### src/rtl/peb_frame_sched.sv
// peb_frame_sched: frame/block sequencer and psum readout scheduler for one PEB.
// The main FSM counts blocks and frames and issues the frame-finish pulse that
// flips the PEB ping-pong psum banks. The readout FSM streams the finished bank
// to the pooling unit. A frame end that arrives while the previous bank is
// still being read is held as "pending" (with PEB_Stall raised) until the last
// word of that readout has been presented, so a bank is never overwritten early.
module peb_frame_sched #(
  parameter int LENPSUM = 16,
  parameter int ADDR_W  = $clog2(LENPSUM),
  parameter int BLK_W   = 8,
  parameter int FRM_W   = 8
) (
  input  logic              clk,
  input  logic              rst_n,
  input  logic              CFG_Start,
  input  logic [BLK_W-1:0]  CFG_NumBlk,
  input  logic [FRM_W-1:0]  CFG_NumFrm,
  input  logic              PEB_BlkDone,
  output logic              CTRLPEB_FrtBlk,
  output logic              CTRLPEB_FnhFrm,
  output logic              PEB_Stall,
  output logic              POOLPEB_EnRd,
  output logic [ADDR_W-1:0] POOLPEB_AddrRd,
  input  logic              POOL_Rdy,
  output logic              POOL_Vld,
  output logic              POOL_Lst,
  output logic              SCH_Busy,
  output logic              SCH_Done
);

  localparam logic [BLK_W-1:0]  BLK_ZERO  = BLK_W'(0);
  localparam logic [BLK_W-1:0]  BLK_ONE   = BLK_W'(1);
  localparam logic [FRM_W-1:0]  FRM_ZERO  = FRM_W'(0);
  localparam logic [FRM_W-1:0]  FRM_ONE   = FRM_W'(1);
  localparam logic [ADDR_W-1:0] ADDR_ZERO = ADDR_W'(0);
  localparam logic [ADDR_W-1:0] ADDR_ONE  = ADDR_W'(1);
  localparam logic [ADDR_W-1:0] ADDR_LAST = ADDR_W'(LENPSUM - 1);

  typedef enum logic [1:0] {
    IDLE  = 2'd0,
    RUN   = 2'd1,
    DRAIN = 2'd2
  } mainState_t;

  typedef enum logic {
    RD_IDLE = 1'b0,
    RD_ACT  = 1'b1
  } rdState_t;

  mainState_t        state, stateNxt;
  rdState_t          rdState, rdStateNxt;
  logic [BLK_W-1:0]  numBlk, numBlkNxt;
  logic [FRM_W-1:0]  numFrm, numFrmNxt;
  logic [BLK_W-1:0]  blkCnt, blkCntNxt;
  logic [FRM_W-1:0]  frmCnt, frmCntNxt;
  logic              pending, pendingNxt;
  logic [ADDR_W-1:0] rdAddr, rdAddrNxt;
  logic              doneNxt;

  logic startAcc;
  logic rdBusy;
  logic rdFinish;
  logic frameEnd;
  logic lastFrm;
  logic launch;
  logic enRd;

  // Read enable is gated live by POOL_Rdy so a back-pressured pool never gets a new word.
  assign POOLPEB_EnRd   = enRd;
  assign POOLPEB_AddrRd = rdAddr;

  // Next-state logic for the block/frame sequencer and the readout engine.
  always_comb begin
    stateNxt   = state;
    rdStateNxt = rdState;
    numBlkNxt  = numBlk;
    numFrmNxt  = numFrm;
    blkCntNxt  = blkCnt;
    frmCntNxt  = frmCnt;
    pendingNxt = pending;
    rdAddrNxt  = rdAddr;
    doneNxt    = 1'b0;

    startAcc = (state == IDLE) && CFG_Start;
    rdBusy   = (rdState == RD_ACT);
    // The cycle carrying the final word of a readout: the bank is free after it.
    rdFinish = POOL_Vld && POOL_Lst;
    // While pending, upstream is stalled and further block completions are ignored.
    frameEnd = (state == RUN) && !pending && PEB_BlkDone && (blkCnt == (numBlk - BLK_ONE));
    lastFrm  = (frmCnt == (numFrm - FRM_ONE));
    // A frame-finish pulse is issued either right away or once the in-flight readout drains.
    launch   = (frameEnd && !rdBusy) || (pending && rdFinish);
    enRd     = rdBusy && POOL_Rdy;

    case (state)
      IDLE: begin
        if (startAcc) begin
          stateNxt   = RUN;
          numBlkNxt  = (CFG_NumBlk == BLK_ZERO) ? BLK_ONE : CFG_NumBlk;
          numFrmNxt  = (CFG_NumFrm == FRM_ZERO) ? FRM_ONE : CFG_NumFrm;
          blkCntNxt  = BLK_ZERO;
          frmCntNxt  = FRM_ZERO;
          pendingNxt = 1'b0;
        end else begin
          stateNxt = IDLE;
        end
      end
      RUN: begin
        if (launch) begin
          blkCntNxt  = BLK_ZERO;
          frmCntNxt  = frmCnt + FRM_ONE;
          pendingNxt = 1'b0;
          if (lastFrm) begin
            stateNxt = DRAIN;
          end else begin
            stateNxt = RUN;
          end
        end else if (frameEnd) begin
          pendingNxt = 1'b1;
          blkCntNxt  = BLK_ZERO;
        end else if (PEB_BlkDone && !pending) begin
          blkCntNxt = blkCnt + BLK_ONE;
        end else begin
          blkCntNxt = blkCnt;
        end
      end
      DRAIN: begin
        if (rdFinish) begin
          stateNxt = IDLE;
          doneNxt  = 1'b1;
        end else begin
          stateNxt = DRAIN;
        end
      end
      default: begin
        stateNxt   = IDLE;
        pendingNxt = 1'b0;
        blkCntNxt  = BLK_ZERO;
        frmCntNxt  = FRM_ZERO;
      end
    endcase

    if (launch) begin
      rdStateNxt = RD_ACT;
      rdAddrNxt  = ADDR_ZERO;
    end else begin
      case (rdState)
        RD_ACT: begin
          if (enRd) begin
            if (rdAddr == ADDR_LAST) begin
              rdStateNxt = RD_IDLE;
              rdAddrNxt  = ADDR_ZERO;
            end else begin
              rdAddrNxt = rdAddr + ADDR_ONE;
            end
          end else begin
            rdAddrNxt = rdAddr;
          end
        end
        RD_IDLE: begin
          rdStateNxt = RD_IDLE;
        end
        default: begin
          rdStateNxt = RD_IDLE;
          rdAddrNxt  = ADDR_ZERO;
        end
      endcase
    end
  end

  // State registers plus registered handshake/status outputs.
  always_ff @(posedge clk or negedge rst_n) begin
    if (!rst_n) begin
      state          <= IDLE;
      rdState        <= RD_IDLE;
      numBlk         <= BLK_ZERO;
      numFrm         <= FRM_ZERO;
      blkCnt         <= BLK_ZERO;
      frmCnt         <= FRM_ZERO;
      pending        <= 1'b0;
      rdAddr         <= ADDR_ZERO;
      CTRLPEB_FrtBlk <= 1'b0;
      CTRLPEB_FnhFrm <= 1'b0;
      PEB_Stall      <= 1'b0;
      POOL_Vld       <= 1'b0;
      POOL_Lst       <= 1'b0;
      SCH_Busy       <= 1'b0;
      SCH_Done       <= 1'b0;
    end else begin
      state          <= stateNxt;
      rdState        <= rdStateNxt;
      numBlk         <= numBlkNxt;
      numFrm         <= numFrmNxt;
      blkCnt         <= blkCntNxt;
      frmCnt         <= frmCntNxt;
      pending        <= pendingNxt;
      rdAddr         <= rdAddrNxt;
      CTRLPEB_FrtBlk <= (stateNxt == RUN) && (blkCntNxt == BLK_ZERO) && !pendingNxt;
      CTRLPEB_FnhFrm <= launch;
      PEB_Stall      <= pendingNxt;
      // SRAM read latency is one cycle, so valid/last trail the read enable by one.
      POOL_Vld       <= enRd;
      POOL_Lst       <= enRd && (rdAddr == ADDR_LAST);
      SCH_Busy       <= (stateNxt != IDLE) || (rdStateNxt != RD_IDLE) || pendingNxt;
      SCH_Done       <= doneNxt;
    end
  end

endmodule

### config.mk
export PLATFORM = sky130hd
export DESIGN_NAME = peb_frame_sched
export DESIGN_NICKNAME = d
export VERILOG_FILES = /design/src/rtl/peb_frame_sched.sv
export SDC_FILE = /design/constraint.sdc
export NUM_CORES = 1
export LEC_CHECK = 0
export ABC_AREA = 1
export BUFFER_PORTS_ARGS = -buffer_cell sky130_fd_sc_hd__clkbuf_2
export CORE_ASPECT_RATIO = 0.9
export CORE_MARGIN = 10
export CORE_UTILIZATION = 58
export DETAILED_ROUTE_END_ITERATION = 7
export GPL_TIMING_DRIVEN = 0
export MAX_ROUTING_LAYER = met4
export PLACE_DENSITY = 0.78
export SETUP_SLACK_MARGIN = 0.02
export SYNTH_ARGS = -nofsm -noshare
export SYNTH_HDL_FRONTEND = slang
export SYNTH_SLANG_ARGS = --single-unit
export TNS_END_PERCENT = 10
### constraint.sdc
create_clock -name clk -period 2.74 [get_ports clk]
set_input_delay 0.548 -clock clk [delete_from_list [all_inputs] [get_ports clk]]
set_output_delay 0.548 -clock clk [all_outputs]
set_load 0.02 [all_outputs]
== Yosys cells after proc, flatten, opt, wreduce, memory -nomap -nowiden ==
Index checks and enable logic that the tools add are counted.

* Word-level logic and storage cells: 86
* Register bits: 46
* Input bits: 21
* Output and inout port bits: 12

* Add/sub/neg operators: 5
* Bitwise gates (word level): 2
* Reductions and logical operators: 28
* Eq/ne operators: 8
* Mux-type cells: 29

{| class="wikitable"
|+ Operators by type and width
! operator !! count
|-
| 8-bit two-way mux || 8
|-
| 8-bit one-hot mux with 3 select lines || 2
|-
| 8-bit zero test || 3
|-
| 8-bit by 1-bit adder with 8-bit output (second input constant) || 2
|-
| 8-bit equality test || 2
|-
| 4-bit two-way mux || 4
|-
| 8-bit by 1-bit subtractor with 8-bit output (second input constant) || 2
|-
| 1-bit logical AND || 12
|-
| 1-bit two-way mux || 9
|-
| 2-bit two-way mux || 3
|-
| 2-bit one-hot mux with 3 select lines || 1
|-
| 2-bit nonzero test || 3
|-
| 4-bit by 1-bit adder with 4-bit output (second input constant) || 1
|-
| 2-bit by 1-bit equality test with 1-bit output (second input constant) || 2
|-
| 4-bit equality test (second input constant) || 1
|-
| 2-bit != test (second input constant) || 2
|-
| 2-bit AND reduction || 2
|-
| 1-bit zero test || 3
|-
| 1-bit logical OR || 3
|-
| 1-bit one-hot mux with 3 select lines || 1
|-
| 3-bit AND reduction || 1
|-
| 2-bit equality test (second input constant) || 1
|-
| 2-bit zero test || 1
|-
| 1-bit NOT || 2
|-
| 1-bit one-hot mux with 2 select lines || 1
|}

== Longest topological paths before layout ==
* Depth after elaboration: 11
* Mapped depth: 18
* Mapped depth without buffers: 18

== Worst setup path after synthesis ==
OpenSTA, ideal clock, no wires.

* Kind: register to register
* Start point: reg numBlk[0]
* End point: reg frmCnt[6]
* Period minus slack after synthesis: 2.048 ns
* Data required time: 2.612 ns
* Data arrival time: 1.920 ns
* Library setup time: 0.128 ns
* Path slack: 0.692 ns
* Path buffers: 0
* Cell stages (with the launch flop): 16
* Cell sequence: dfrtp_1 -> inv_1 -> ha_1 -> nand2_1 -> inv_1 -> nor2_1 -> nand2_1 -> nor2_2 -> nand3_2 -> nor2_4 -> nand4_4 -> nand3_4 -> nand2_8 -> nor2_1 -> xor2_1 -> nor2_1

* Word-level cells in the longest chain between the ends: 7

{| class="wikitable"
|+ Ends and longest elaborated chain
! element !! RTL line !! RTL
|-
| start, declared || 52 || <nowiki>logic [BLK_W-1:0] numBlk, numBlkNxt;</nowiki>
|-
| start signal, assigned || 192 || <nowiki>numBlk <= numBlkNxt;</nowiki>
|-
| 8-bit by 1-bit subtractor with 8-bit output || 89 || <nowiki>frameEnd = (state == RUN) && !pending && PEB_BlkDone && (blkCnt == (numBlk - BLK_ONE));</nowiki>
|-
| 8-bit equality test || 89 ||
|-
| 1-bit logical AND || 89 ||
|-
| 1-bit logical AND || 92 || <nowiki>launch = (frameEnd && !rdBusy) || (pending && rdFinish);</nowiki>
|-
| 1-bit logical OR || 92 ||
|-
| 2-bit != test (no line) || - ||
|-
| 3-bit AND reduction (no line) || - ||
|-
| end signal, assigned || 195 || <nowiki>frmCnt <= frmCntNxt;</nowiki>
|-
| end, declared || 55 || <nowiki>logic [FRM_W-1:0] frmCnt, frmCntNxt;</nowiki>
|}

No other way between the ends.
A chain may end at the register's enable or synchronous reset.

== Final worst setup path ==
* Start point: reg numBlk[0]
* End point: reg SCH_Busy

* Word-level cells in the longest chain between the ends: 10
* Elaborated cells on any way between the ends: 14
* Those cells by class: 1 x add/sub; 1 x eq/ne; 6 x mux; 6 x reduce/logical

{| class="wikitable"
|+ Ends and longest elaborated chain
! element !! RTL line !! RTL
|-
| 8-bit by 1-bit subtractor with 8-bit output || 89 ||
|-
| 8-bit equality test || 89 ||
|-
| 1-bit logical AND || 89 ||
|-
| 1-bit logical AND || 92 ||
|-
| 1-bit logical OR || 92 ||
|-
| via launch || 65 || <nowiki>logic launch;</nowiki>
|-
| 2-bit two-way mux || 109 || <nowiki>if (launch) begin</nowiki>
|-
| 2-bit one-hot mux with 3 select lines || 95 || <nowiki>case (state)</nowiki>
|-
| via stateNxt[0] || 50 || <nowiki>mainState_t state, stateNxt;</nowiki>
|-
| 2-bit nonzero test || 204 || <nowiki>SCH_Busy <= (stateNxt != IDLE) || (rdStateNxt != RD_IDLE) || pendingNxt;</nowiki>
|-
| 1-bit logical OR (2 in series) || 204 ||
|-
| end signal, assigned || 204 ||
|-
| end, declared || 27 || <nowiki>output logic SCH_Busy,</nowiki>
|}

The timed path passes the listed nets, and every way through them passes these cells.

==> summary.md <==
| Metric | Value |
|---|---|
| Initial antenna violation count | `0` |
| CP Max Fanout | `6` |
| Worst Tran Pin Value | `between 1 and 1.5 ns` |
| Bufs and invs on worst path | `2` |
| CP dominant cell by count | `nand2_1` |
| DR WL/cell | `between 10 and 15 µm` |
| Layout cell share with drive strength beyond 1 | `between 15 and 20%` |
| Initial DRC count | `about 150` |
| Post-Syn Area | `roughly 0.0028 mm²` |
| Crit Path Category | `flop to flop` |
| Clock root buffer | `clkbuf_8` |
| Critical Path End Type | `flop` |
| Critical-path cell list | `inv_1 -> ha_1 -> nand2_1 -> inv_1 -> nor2_1 -> nand2_1 -> nor2_2 -> nand3_2 -> nor2_4 -> nand4_4 -> nand2_2 -> nand2_1 -> nand2_1 -> nand2_2 -> nor3_1 -> nand2_1` |
| I/O Pins | `33` |
| Max Fclk | `420 MHz` |
| Mapped Avg Cell Area | `around 7.5 µm²` |
| Max-cap check violation count | `0` |
| Multi-input gate area | `approximately 0.0015 mm²` |
| Warnings, synthesis | `0` |
| Arrival @ worst endpoint | `around 2.6 ns` |
| Post-synth top area cell | `dfrtp_1` |
| Cell Rows | `24` |
| Combinational family with the most area after synthesis | `simple AND/OR/NAND/NOR gates` |
| Commonest non-fill, non-tap cell in the layout | `nand2_1` |
| First-pass GRT wire length | `11.3 mm` |
| Setup violations, final | `0` |
| Synthesized flop and latch total | `46` |
| WHS | `roughly 0.45 ns` |
| ANT nets after route | `0` |
| Slowest cell on crit path | `dfrtp_1` |
| Top cells by area, synth | `dfrtp_1 41%, nand2_1 12%, inv_1 7.3%` |
| Layout Cells excl Fill | `a little under 500` |
| Area share of the largest cell type after synthesis | `40.6%` |
| Post-synth EDFFs | `0` |
| Via count | `between 2000 and 3000` |
| Routed vias/inst | `between 5 and 6` |
| Post-CTS sizing | `0` |
| I/O Buffers | `32` |
| Post-Synth Simple-Gate Area | `35.1%` |
| Worst Hold Class | `input pin to async pin` |
| Delay-heaviest family, CP | `simple AND/OR/NAND/NOR gates` |
| Slew Viols, Final | `0` |
| Setup_tns | `0 ns` |
| Leak Pwr | `roughly 1.6 nW` |
| Fin. Hold Viols | `0` |
| Storage element area | `0.00115 mm²` |
| PD cells | `roughly 990 mW/mm²` |
| Floorplan Core Area | `between 0.004 and 0.005 mm²` |
| Clock buffer depth | `2` |
| DRT Pass-1 Iters | `6` |
| Period utilisation layout | `roughly 87%` |
| Worst EP required | `between 2 and 3 ns` |
| Mux share of post-synthesis cell area | `roughly 1.6%` |
| DRC Markers | `0` |
| Fillers | `approximately 420` |
| Seq/Total Area, Yosys | `40.6%` |
| Adder-Cell Fraction of Synth Area | `under 10%` |
| GR Util met1 | `about a fifth` |
| Clk slew on worst S/H paths | `0.09 ns` |
| Met3 Use GR | `3.54%` |
| Die width | `between 90 and 100 µm` |
| Worst skew pair latency | `approximately 0.3 ns` |
| Total GRT Usage | `between 15 and 20%` |
| Synth unique cells | `33` |
| Sink Count | `46` |
| Max incr delay on CP | `around 0.4 ns` |
| Most frequent cells in the layout | `92 x nand2_1, 55 x inv_1, 47 x nor2_1, 46 x dfrtp_1, 32 x clkbuf_2` |
| Placer Congestion | `a little under 0.9` |
| Num CTS Buffers | `5` |
| Area Growth Syn to Fin | `11.3%` |
| Clock skew | `slightly above 0.008 ns` |
| Synth Area in Compound Gates | `between 6 and 7%` |
| Total setup buffers inserted after CTS | `0` |
| Die ar. | `roughly 0.0081 mm²` |
| Synth Area in XOR/XNOR | `under 10%` |
| Die Span Y | `between 80 and 90 µm` |
| # hold bufs at CTS | `0` |
| Vias in the first global route | `roughly 2500` |
| N_diodes | `0` |
| Final min period | `between 2 and 2.5 ns` |
| Largest net degree at the start of global routing | `47` |
| Global route hottest layer | `met2` |
| Syn nets | `a little over 400` |
| TritonCTS clock tree | `done` |
| Detail Placement HPWL | `4.97 mm` |
| Ys async rst share | `100%` |
| Run status | `completed` |
| RSZ-0062 raised after global routing | `false` |
| CP startpoint kind | `flop` |
| WL final | `6.28 mm` |
| Peak VDD IR | `0.568 mV` |
| Final nets | `around 440` |
| H-tree depth | `2` |
| Placed cell count | `about 480` |
| Met2 usage | `between 20 and 30%` |
| Syn Inst Count | `roughly 380` |
| Dominant synthesized flop cell | `dfrtp_1` |
| Slew margin rel. | `between 20% and 30%` |
| Initial core utilization | `about 59%` |
| GRT overflow | `0` |
-- worst register-to-register path, stage by stage (launching register included) --
cell	delay, ns
dfrtp_1	0.41
inv_1	0.12
ha_1	0.34
nand2_1	0.07
inv_1	0.04
nor2_1	0.07
nand2_1	0.07
nor2_2	0.11
nand3_2	0.09
nor2_4	0.14
nand4_4	0.12
nand2_2	0.15
nand2_1	0.09
nand2_1	0.08
nand2_2	0.07
nor3_1	0.23
nand2_1	0.08
-- logic make-up (layout without fill, tap and decap cells) --
logic type	after synthesis	after routing
xor gates and xnor gates	18	18
and+or+nand+nor	209	209
muxes	4	4
buffers and inverters	61	100
adders and majority gates	5	5
AOI/OAI and AO/OA	36	36
DFF	46	46
-- power breakdown --
group	switching (mW)	internal (mW)
logic	0.979	0.582
clock network	0.226	0.175
registers	0.265	0.908
-- Yosys cell counts, types with 2 or more instances --
cell / n
nor2_2: 5
ha_1: 5
inv_2: 3
nand4_1: 8
nand2_2: 5
o21ai_1: 3
clkbuf_1: 3
a21oi_1: 11
nor4_1: 2
o21ai_0: 16
nor3_1: 10
nand3_1: 23
o22ai_1: 2
nand2_1: 92
inv_1: 55
or2_2: 2
xor2_1: 12
xnor2_1: 6
nor3b_1: 2
nor2_1: 47
mux2_2: 4
nand3b_1: 4
dfrtp_1: 46
nor2_4: 4
-- area by class of cell --
type / count / share of cell area [%]
Buffer: 3 / 0.356
Clock buffer: 6 / 2.30
Clock inverter: 1 / 0.238
Inverter: 58 / 6.89
Multi-Input combinational cell: 272 / 46.1
Sequential cell: 46 / 36.4
Tap cell: 65 / 2.57
Timing Repair Buffer: 32 / 5.07
-- routing by layer --
metal	wire length [µm]	part of all wire (%)
met1	2820	45
met2	3210	51
met3	190	3.0
met4	51	0.81
met5	0	0
-- registers in the layout, summed over array words and instances, names as in the netlist, 2 cells and up --
register,flops
blkCnt,8
state,2
numBlk,8
POOLPEB_AddrRd,4
frmCnt,8
numFrm,8
-- through the flow --
| stage | worst slack, ns | util, % | instance area [µm²] | power [mW] |
|---|---|---|---|---|
| after floorplan | 0.692 | - | 2840 | 2.35 |
| after global placement | 0.378 | 64.1 | 3080 | 2.67 |
| after detailed placement | 0.390 | 64.1 | 3080 | 2.74 |
| after CTS | 0.372 | 65.8 | 3160 | 3.15 |
| after global routing | 0.125 | 65.8 | 3160 | 3.48 |
| final | 0.359 | 65.8 | 3160 | 3.14 |
-- worst paths after layout --
check / slack (ns) / end / cells after the start / start
max: 0.36 / SCH_Busy$_DFF_PN0_ / 16 / numBlk[0]$_DFFE_PN0P_
min in group clk: 0.49 / numFrm[5]$_DFFE_PN0P_ / 2 / CFG_NumFrm[5]
min reg2reg: 0.50 / numFrm[1]$_DFFE_PN0P_ / 2 / numFrm[1]$_DFFE_PN0P_
min: 0.45 / blkCnt[3]$_DFF_PN0_ / 1 / rst_n
max reg2reg: 0.36 / SCH_Busy$_DFF_PN0_ / 16 / numBlk[0]$_DFFE_PN0P_
max in group asynchronous: 1.60 / frmCnt[6]$_DFFE_PN0P_ / 1 / rst_n
Note: power is estimated with default switching activity, not from simulation.
